===== config.mk =====
export PLATFORM = sky130hd
export DESIGN_NAME = muldiv_unit
export DESIGN_NICKNAME = d
export VERILOG_FILES = /design/src/rtl/mips_pkg.sv /design/src/rtl/muldiv_core.sv /design/src/rtl/muldiv_unit.sv
export SDC_FILE = /design/constraint.sdc
export NUM_CORES = 1
export LEC_CHECK = 0
export CAP_MARGIN = 20
export CORE_UTILIZATION = 25
export CTS_CLUSTER_SIZE = 16
export DETAILED_ROUTE_END_ITERATION = 10
export PLACE_DENSITY = 0.47
export SYNTH_ARGS = -nofsm -noshare
export SYNTH_HDL_FRONTEND = slang
export SYNTH_SLANG_ARGS = --single-unit

===== constraint.sdc =====
create_clock -name clk -period 7.5 [get_ports clk]
set_input_delay 0.75 -clock clk [delete_from_list [all_inputs] [get_ports clk]]
set_output_delay 0.75 -clock clk [all_outputs]
set_load 0.03 [all_outputs]

===== src/rtl/mips_pkg.sv =====
`default_nettype none
// ============================================================================
// Module      : mips_pkg
// Description : Shared types and constants for the MIPS execute-stage
//               multiply/divide unit.
//               - muldiv_op_t : encoding of the 3-bit mul/div operation field
//               - md_state_t  : sequencing states of the iterative unit
//               - MD_ITER     : iterations per mul/div (one bit per cycle)
// Revision    : 1.0 - initial release
// ============================================================================
package mips_pkg;

  localparam int MD_ITER = 32;

  typedef enum logic [2:0] {
    MD_MULT  = 3'b000,
    MD_MULTU = 3'b001,
    MD_DIV   = 3'b010,
    MD_DIVU  = 3'b011,
    MD_MTHI  = 3'b100,
    MD_MTLO  = 3'b101
  } muldiv_op_t;

  typedef enum logic [1:0] {
    IDLE = 2'd0,
    RUN  = 2'd1,
    FIX  = 2'd2
  } md_state_t;

endpackage : mips_pkg
`default_nettype wire


===== src/rtl/muldiv_core.sv =====
`default_nettype none
// ============================================================================
// Module      : muldiv_core
// Description : Unsigned iterative engine, one bit per i_step cycle.
//               Multiply: shift-add; o_acc ends as the 2*WIDTH-bit product.
//               Divide  : restoring shift-subtract; o_acc ends as
//                         {remainder, quotient}.
// Ports       : clk, reset   - clock, async active-high reset
//               i_load       - initialise o_acc={0,i_init_lo}, counter=0
//               i_step       - perform one iteration
//               i_is_div     - 1: divide step, 0: multiply step
//               i_init_lo    - multiplier (mul) or dividend (div)
//               i_operand    - multiplicand (mul) or divisor (div)
//               o_acc        - 2*WIDTH-bit accumulator
//               o_last       - current step is the final iteration
// Revision    : 1.0 - initial release
// ============================================================================
module muldiv_core #(
  parameter int WIDTH = 32
) (
  input  logic               clk,
  input  logic               reset,
  input  logic               i_load,
  input  logic               i_step,
  input  logic               i_is_div,
  input  logic [WIDTH-1:0]   i_init_lo,
  input  logic [WIDTH-1:0]   i_operand,
  output logic [2*WIDTH-1:0] o_acc,
  output logic               o_last
);

  localparam int CW = $clog2(WIDTH);

  logic [2*WIDTH-1:0] r_acc;
  logic [WIDTH-1:0]   r_operand;
  logic [CW-1:0]      r_count;

  logic [WIDTH:0]     w_sum;
  logic [WIDTH:0]     w_trial;
  logic [WIDTH:0]     w_diff;
  logic               w_ge;
  logic [2*WIDTH-1:0] w_next;

  // Multiply: add multiplicand into the upper half when the LSB of the
  // multiplier (low half) is set, then shift the whole thing right with carry.
  assign w_sum   = {1'b0, r_acc[2*WIDTH-1:WIDTH]} +
                   {1'b0, (r_acc[0] ? r_operand : {WIDTH{1'b0}})};

  // Divide: partial remainder shifted left by one with the next dividend bit.
  assign w_trial = r_acc[2*WIDTH-1:WIDTH-1];
  assign w_ge    = (w_trial >= {1'b0, r_operand});
  assign w_diff  = w_trial - {1'b0, r_operand};

  always_comb begin
    w_next = r_acc;
    if (i_is_div) begin
      if (w_ge) w_next = {w_diff[WIDTH-1:0], r_acc[WIDTH-2:0], 1'b1};
      else      w_next = {r_acc[2*WIDTH-2:0], 1'b0};
    end else begin
      w_next = {w_sum, r_acc[WIDTH-1:1]};
    end
  end

  always_ff @(posedge clk or posedge reset) begin
    if (reset) begin
      r_acc     <= '0;
      r_operand <= '0;
      r_count   <= '0;
    end else if (i_load) begin
      r_acc     <= {{WIDTH{1'b0}}, i_init_lo};
      r_operand <= i_operand;
      r_count   <= '0;
    end else if (i_step) begin
      r_acc     <= w_next;
      r_count   <= r_count + 1'b1;
    end
  end

  assign o_acc  = r_acc;
  assign o_last = (r_count == CW'(WIDTH - 1));

endmodule : muldiv_core
`default_nettype wire


===== src/rtl/muldiv_unit.sv =====
`default_nettype none
// ============================================================================
// Module      : muldiv_unit
// Description : Iterative MULT/MULTU/DIV/DIVU plus MTHI/MTLO with
//               architectural HI/LO registers. Signs are stripped on entry,
//               the unsigned core runs WIDTH steps, signs are restored in FIX.
// Ports       : clk, reset - clock, async active-high reset
//               start, op  - request and operation (sampled when busy=0)
//               a, b       - rs / rt operands
//               busy       - iterative operation in progress
//               done       - one-cycle pulse after HI/LO update
//               hi, lo     - HI / LO registers
// Revision    : 1.0 - initial release
// ============================================================================
module muldiv_unit
  import mips_pkg::*;
#(
  parameter int WIDTH = MD_ITER
) (
  input  logic             clk,
  input  logic             reset,
  input  logic             start,
  input  logic [2:0]       op,
  input  logic [WIDTH-1:0] a,
  input  logic [WIDTH-1:0] b,
  output logic             busy,
  output logic             done,
  output logic [WIDTH-1:0] hi,
  output logic [WIDTH-1:0] lo
);

  md_state_t          r_state;
  logic               r_is_div;
  logic               r_neg_res;   // product / quotient negated
  logic               r_neg_rem;   // remainder negated (dividend negative)
  logic               r_div0;
  logic [WIDTH-1:0]   r_a_orig;
  logic               r_done;
  logic [WIDTH-1:0]   r_hi;
  logic [WIDTH-1:0]   r_lo;

  logic               w_accept;
  logic               w_signed;
  logic               w_neg_a;
  logic               w_neg_b;
  logic [WIDTH-1:0]   w_mag_a;
  logic [WIDTH-1:0]   w_mag_b;
  logic               w_load;
  logic [2*WIDTH-1:0] w_acc;
  logic               w_last;
  logic [2*WIDTH-1:0] w_prod;
  logic [WIDTH-1:0]   w_res_hi;
  logic [WIDTH-1:0]   w_res_lo;

  assign w_accept = start && (r_state == IDLE);
  assign w_load   = w_accept && !op[2];
  // op[0]=0 selects the signed flavours (MULT, DIV)
  assign w_signed = !op[0];
  assign w_neg_a  = w_signed && a[WIDTH-1];
  assign w_neg_b  = w_signed && b[WIDTH-1];
  assign w_mag_a  = w_neg_a ? (~a + 1'b1) : a;
  assign w_mag_b  = w_neg_b ? (~b + 1'b1) : b;

  muldiv_core #(.WIDTH(WIDTH)) u_core (
    .clk       (clk),
    .reset     (reset),
    .i_load    (w_load),
    .i_step    (r_state == RUN),
    .i_is_div  (r_is_div),
    .i_init_lo (op[1] ? w_mag_a : w_mag_b),
    .i_operand (op[1] ? w_mag_b : w_mag_a),
    .o_acc     (w_acc),
    .o_last    (w_last)
  );

  assign w_prod = r_neg_res ? (~w_acc + 1'b1) : w_acc;

  always_comb begin
    w_res_hi = w_prod[2*WIDTH-1:WIDTH];
    w_res_lo = w_prod[WIDTH-1:0];
    if (r_is_div) begin
      if (r_div0) begin
        // Divide by zero reports the raw dividend and an all-ones quotient
        w_res_hi = r_a_orig;
        w_res_lo = '1;
      end else begin
        w_res_lo = r_neg_res ? (~w_acc[WIDTH-1:0] + 1'b1) : w_acc[WIDTH-1:0];
        w_res_hi = r_neg_rem ? (~w_acc[2*WIDTH-1:WIDTH] + 1'b1)
                             : w_acc[2*WIDTH-1:WIDTH];
      end
    end
  end

  always_ff @(posedge clk or posedge reset) begin
    if (reset) begin
      r_state   <= IDLE;
      r_is_div  <= 1'b0;
      r_neg_res <= 1'b0;
      r_neg_rem <= 1'b0;
      r_div0    <= 1'b0;
      r_a_orig  <= '0;
      r_done    <= 1'b0;
      r_hi      <= '0;
      r_lo      <= '0;
    end else begin
      r_done <= 1'b0;
      case (r_state)
        IDLE: begin
          if (w_accept) begin
            case (op)
              MD_MULT, MD_MULTU, MD_DIV, MD_DIVU: begin
                r_is_div  <= op[1];
                r_neg_res <= w_neg_a ^ w_neg_b;
                r_neg_rem <= op[1] && w_neg_a;
                r_div0    <= op[1] && (b == '0);
                r_a_orig  <= a;
                r_state   <= RUN;
              end
              MD_MTHI: begin
                r_hi   <= a;
                r_done <= 1'b1;
              end
              MD_MTLO: begin
                r_lo   <= a;
                r_done <= 1'b1;
              end
              default: ;
            endcase
          end
        end
        RUN: begin
          if (w_last) r_state <= FIX;
        end
        FIX: begin
          r_hi    <= w_res_hi;
          r_lo    <= w_res_lo;
          r_done  <= 1'b1;
          r_state <= IDLE;
        end
        default: r_state <= IDLE;
      endcase
    end
  end

  assign busy = (r_state != IDLE);
  assign done = r_done;
  assign hi   = r_hi;
  assign lo   = r_lo;

endmodule : muldiv_unit
`default_nettype wire


# --- Yosys cells after proc, flatten, opt, wreduce, memory -nomap -nowiden ---
# Index checks and enable logic that the tools add are counted.
op_classes:
  eq_ne: 13
  reduce_logical: 20
  n_addsub: 8
  n_mux: 31
  n_lt_le_gt_ge: 1
  n_bitwise: 6
ops:
  columns: ["cell", "count"]
  rows:
  - ["32-bit 2-to-1 mux", 15]
  - ["64-bit 2-to-1 mux", 5]
  - ["32-bit by 1-bit adder with 32-bit output, second input constant", 4]
  - ["32-bit NOT", 4]
  - ["32-bit case mux with 2 select lines", 2]
  - ["64-bit by 1-bit adder with 64-bit output, second input constant", 1]
  - ["64-bit NOT", 1]
  - ["32-bit by 32-bit adder with 33-bit output", 1]
  - ["33-bit by 32-bit greater-or-equal comparator with 1-bit output", 1]
  - ["32-bit logical NOT", 1]
  - ["32-bit subtractor", 1]
  - ["3-bit AND reduction", 4]
  - ["5-bit 2-to-1 mux", 2]
  - ["3-bit by 2-bit == test with 1-bit output, second input constant", 2]
  - ["3-bit == test, second input constant", 2]
  - ["1-bit logical AND", 6]
  - ["2-bit 2-to-1 mux", 3]
  - ["2-bit by 1-bit != test with 1-bit output, second input constant", 3]
  - ["2-bit nonzero test", 3]
  - ["5-bit by 1-bit adder with 5-bit output, second input constant", 1]
  - ["5-bit == test, second input constant", 1]
  - ["2-bit != test, second input constant", 2]
  - ["2-bit case mux with 2 select lines", 1]
  - ["4-bit OR reduction", 1]
  - ["other kinds (10)", 12]
word_totals:
  output_inout_bits: 66
  in_bits: 70
  ff_bits: 204

# --- Longest topological paths before layout ---
depth:
  word_depth: 6
  ltp_mapped: 15

# --- Hierarchy ---
# Synthesis repeated with hierarchy kept, for this count alone.
unflattened:
  hier_cells: 2365
  hier_area_um2: 18251.3
by_module_without_submodules:
  columns: ["mod", "area_per_inst_um2", "cells_per_inst", "n_inst", "seq_area_each_um2"]
  rows:
  - ["muldiv_unit", 9723.1, 1326, 1, 2577.5]
  - ["muldiv_core", 8528.2, 1039, 1, 2527.4]

# --- Least setup slack after synthesis ---
# OpenSTA, ideal clock, no wires.
synth_path:
  path_kind: "reg2reg"
  from: "register u_core.r_acc[0], in the netlist u_core.o_acc[0]"
  to: "register u_core.r_acc[52], in the netlist u_core.o_acc[52]"
  arrival_time_ns: 2.985
  setup_ns: 0.121
  setup_slack_ns: 4.394
  path_stages_with_launch: 15
  required_ns: 7.379
  cell_sequence: "dfrtp_1 -> clkbuf_1 -> inv_1 -> clkbuf_1 -> nor2_1 -> ha_1 -> a2111oi_0 -> o21ai_0 -> nand3_1 -> nand2_1 -> a41o_1 -> a221oi_1 -> xor2_1 -> mux2i_1 -> a22o_1"
synth_via:
  elab_chain_cells: 5
synth_rtl:
  columns: ["item", "line", "rtl"]
  rows:
  - ["start: declaration", "muldiv_core.sv:34", "logic [2*WIDTH-1:0] r_acc;"]
  - ["start signal: assignment", "muldiv_core.sv:70", "r_acc <= {{WIDTH{1'b0}}, i_init_lo};"]
  - ["start signal: assignment", "muldiv_core.sv:74", "r_acc <= w_next;"]
  - ["32-bit 2-to-1 mux", "muldiv_core.sv:47", "{1'b0, (r_acc[0] ? r_operand : {WIDTH{1'b0}})};"]
  - ["32-bit by 32-bit adder with 33-bit output", "muldiv_core.sv:46", "assign w_sum = {1'b0, r_acc[2*WIDTH-1:WIDTH]} +"]
  - ["64-bit 2-to-1 mux", "muldiv_core.sv:56", "if (i_is_div) begin"]
  - ["64-bit 2-to-1 mux", "muldiv_core.sv:73", "end else if (i_step) begin"]
  - ["64-bit 2-to-1 mux", "muldiv_core.sv:69", "end else if (i_load) begin"]
# Every way passes these cells. The select of a mux whose other input is x is not followed.
# A chain may end at the register's enable or synchronous reset.

# --- Worst setup path in the final report ---
layout_path:
  from: "register u_core.r_acc[32], in the netlist u_core.o_acc[32]"
  to: "register u_core.r_acc[45], in the netlist u_core.o_acc[45]"
layout_via:
  elab_chain_cells: 5
  elab_cells_between_ends: 7
  classes_between: "add/sub: 2; order compare: 1; mux: 4"
layout_rtl:
  columns: ["item", "line", "rtl"]
  rows:
  - ["32-bit subtractor or 33-bit by 32-bit greater-or-equal comparator with 1-bit output (tied branches)", "muldiv_core.sv:52, muldiv_core.sv:51", null]
  - ["64-bit 2-to-1 mux", "muldiv_core.sv:57", "if (w_ge) w_next = {w_diff[WIDTH-1:0], r_acc[WIDTH-2:0], 1'b1};"]
  - ["64-bit 2-to-1 mux *", "muldiv_core.sv:56", null]
  - ["64-bit 2-to-1 mux *", "muldiv_core.sv:73", null]
  - ["64-bit 2-to-1 mux *", "muldiv_core.sv:69", null]
# Every way passes the cells marked *; elsewhere a longest branch is shown, timed or not. The select of a mux whose other input is x is not followed.

==> key figures <==
Setup path
  • Worst-path maximum fanout: 12
  • Worst Setup Start Kind: register
  • Worst path arrival time: 4380 ps
  • CP Data Required Time: 7930 ps
  • CP Capture Type: register
  • Crit path kind: reg2reg

Synthesis
  • Post-Syn Nets: between 2000 and 2500
  • Avg Inst Size Synth: a little under 8 um2
  • Synth cell types: 87
  • Synth async-reset ratio: between 90% and 100%
  • Leading area contributor after synthesis: dfrtp_1
  • Ys flop type: dfrtp_1
  • Number of synthesized flops with an enable pin: 0
  • Synth top area share: between 30% and 40%
  • Gate Count Post-Synth: 2203
  • Synthesized area: around 0.017 mm2
  • Post-synthesis register bit count: ~200
  • Synth top area cells: dfrtp_1 30%, nand2_1 7.3%, o21ai_0 6.5%, xnor2_1 5.7%, ha_1 5.2%
  • Yosys warns: 0
  • Fraction of the yosys area taken by sequential cells: between 30 and 40%

Timing
  • Final hold viol count: 0
  • Period minus WS final: slightly below 4000 ps
  • Final setup vio count: 0
  • Rel. slew slack: 28.2%
  • Final Cycle Share: ~53%
  • Max Clk Rate: around 250 MHz
  • Measured slew at the worst slew-check pin: 1070 ps
  • Max-slew violations: 0
  • Hold slack: between 400 and 500 ps
  • Setup_tns: 0 ps
  • RSZ-0062 raised after global routing: false
  • Skew final: 16.7 ps

Die
  • Row Count: between 90 and 100
  • Initial Utilization: 25.3%
  • CORE AREA: between 0.06 and 0.07 mm2
  • # IOs: ~140
  • DIE WIDTH: between 200 and 300 um
  • Die Y: ~260 um
  • Die Area: between 0.06 and 0.07 mm2

Detailed routing
  • DRT antenna net count: 0
  • DR iter-0 viols: approximately 1500
  • Total Wirelength: approximately 73 mm
  • Avg WL per Cell: between 20 and 25 um
  • Vias/cell: about 5.5
  • Initial DRT Pass Iterations: 7
  • Vias: 17200
  • # DRC: 0

Pwr
  • Combinational share of power: 61.8%
  • Clock network power share: approximately 14%
  • Sw power: slightly above 0.005 W
  • Sw Share: 50.5%
  • Pleak: roughly 8 nW
  • Cell internal pwr: around 0.005 W
  • Design Power: ~0.010 W
  • Power density cells: just over 500 mW/mm2
  • Reg power frac: a little under a quarter
  • Worst IR drop on VDD: between 0.2 and 0.3 mV

Cells and area
  • Commonest non-fill, non-tap cell in the layout: nand2_1
  • Ant diodes: 0
  • Share of cells above drive strength 1: a little over 6%
  • Most frequent cells in the layout: 331 x nand2_1, 221 x o21ai_0, 203 x dfrtp_1
  • Fin util: between 20% and 30%
  • P&R area growth vs syn: 18.5%
  • Cell area after layout: ~0.02 mm2
  • Final Net Count: 2377
  • Fill count: about 7100

Global routing
  • All-Layer GR Usage: between 20% and 30%
  • Largest net degree at the start of global routing: 93
  • First-pass GRT wire length: 108 mm
  • GR Overflow Total: 0
  • Initial antenna violation count: 3
  • Vias in the first global route: about 16000

Run
  • Max-cap violations: 0

Placement
  • DP HPWL: about 54 mm
  • Area after DPL: roughly 0.019 mm2
  • Global placement routability congestion: 0.925
  • PortBufs: 135

Clock tree
  • Worst-skew pair later-pin latency: approximately 570 ps
  • Clock transition at path regs: roughly 60 ps
  • Post-CTS Resized: 0
  • # H-tree levels: 1
  • Cts bufs inserted: 27
  • Max Root-Sink Buffers: 3
  • # clock sinks: 204
  • CTS root buffer: clkbuf_16
  • Postcts setup bufs: 0
  • Hold buffers post-CTS: 0
  • CTS tree: done

Worst hold path
  • HP Class: reg2reg

Run status
  • Status: finished, final reports clean
-- cell families after synthesis --
group | after synthesis | share of synthesized area, %
flops | 204 | 30.1
mux | 56 | 3.35
buf+inv | 241 | 5.47
compound gates | 716 | 26.4
xor+xnor | 174 | 8.97
simple gates | 740 | 20.4
fa+ha+maj | 72 | 5.39
-- metal layers --
layer  GRT usage [%]  routed length, um
met1            27.7              32300
met3            2.46               4130
met2            34.3              34200
met4            6.06               2440
met5               0                  0
-- power by group through the flow --
stage          logic (W)  clock network [W]  registers [W]
2_1_floorplan    0.00430                  0        0.00231
3_3_place_gp     0.00619                  0        0.00243
3_5_place_dp     0.00620                  0        0.00245
4_1_cts          0.00623            0.00150        0.00243
5_1_grt          0.00691            0.00154        0.00249
6_report         0.00632            0.00147        0.00243
-- worst paths after layout --
path / from / to / slack [ps] / cells after the start
max: u_core.o_acc[32] / u_core.o_acc[45] / 3550 / 11
min reg2reg: r_a_orig[1] / r_a_orig[1] / 470 / 2
min in group asynchronous: reset / r_a_orig[11] / 670 / 2
max reg2reg: u_core.o_acc[32] / u_core.o_acc[45] / 3550 / 11
max in group asynchronous: reset / u_core.o_acc[38] / 5620 / 3
min: r_a_orig[1] / r_a_orig[1] / 470 / 2
-- stage by stage --
stage / setup slack [ps] / std cells
6_report: 3550 / 3129
4_1_cts: 3640 / 3126
3_3_place_gp: 3490 / 3076
5_1_grt: 3350 / 3129
2_1_floorplan: 1180 / 2203
3_5_place_dp: 3470 / 3076
-- flip-flops by register name, indices dropped and copies added, names as in the netlist --
| signal | flops |
|---|---|
| r_neg_rem | 1 |
| r_div0 | 1 |
| u_core.r_operand | 32 |
| u_core.r_count | 5 |
| u_core.o_acc | 64 |
| r_is_div | 1 |
| hi | 32 |
| r_neg_res | 1 |
| done | 1 |
| r_state | 2 |
| r_a_orig | 32 |
| lo | 32 |
-- cell type report --
type / instances / area [um2] / share of cell area (%)
clock inverters: 15 / 241 / 1.20
repair buffers: 175 / 1690 / 8.40
flip-flops and latches: 204 / 5110 / 25.4
clock buffers: 35 / 746 / 3.70
well taps: 873 / 1090 / 5.43
multi-input cells: 1758 / 11000 / 54.6
inverters: 69 / 267 / 1.32
-- cells in the mapped netlist, types with 11 or more instances --
master,instances
nand2_1,331
o21ai_0,221
dfrtp_1,204
nor2_1,167
a21oi_1,159
clkbuf_1,142
xnor2_1,110
ha_1,70
inv_1,69
xor2_1,64
mux2i_1,49
nand3_1,46
o211ai_1,43
o22ai_1,41
nor3_1,35
a31oi_1,30
o221ai_1,29
a21o_1,27
and3_1,21
o31ai_1,21
buf_1,20
a211oi_1,18
nand4_1,18
nand2b_1,17
nor4_1,16
and2_1,15
o21ai_1,13
o41ai_1,12
or3_1,11
-- critical path: stages (launching register included) --
cell and delay [ps]:
dfrtp_1 520, ha_1 400, nor2b_1 180, o2111ai_1 240, and3b_1 300, nor4bb_1 570, o2111ai_1 220, nand2_1 480
buf_4 330, mux2_2 360, mux2i_1 110, o21ai_0 90
Power figures use the tool's default switching activity.
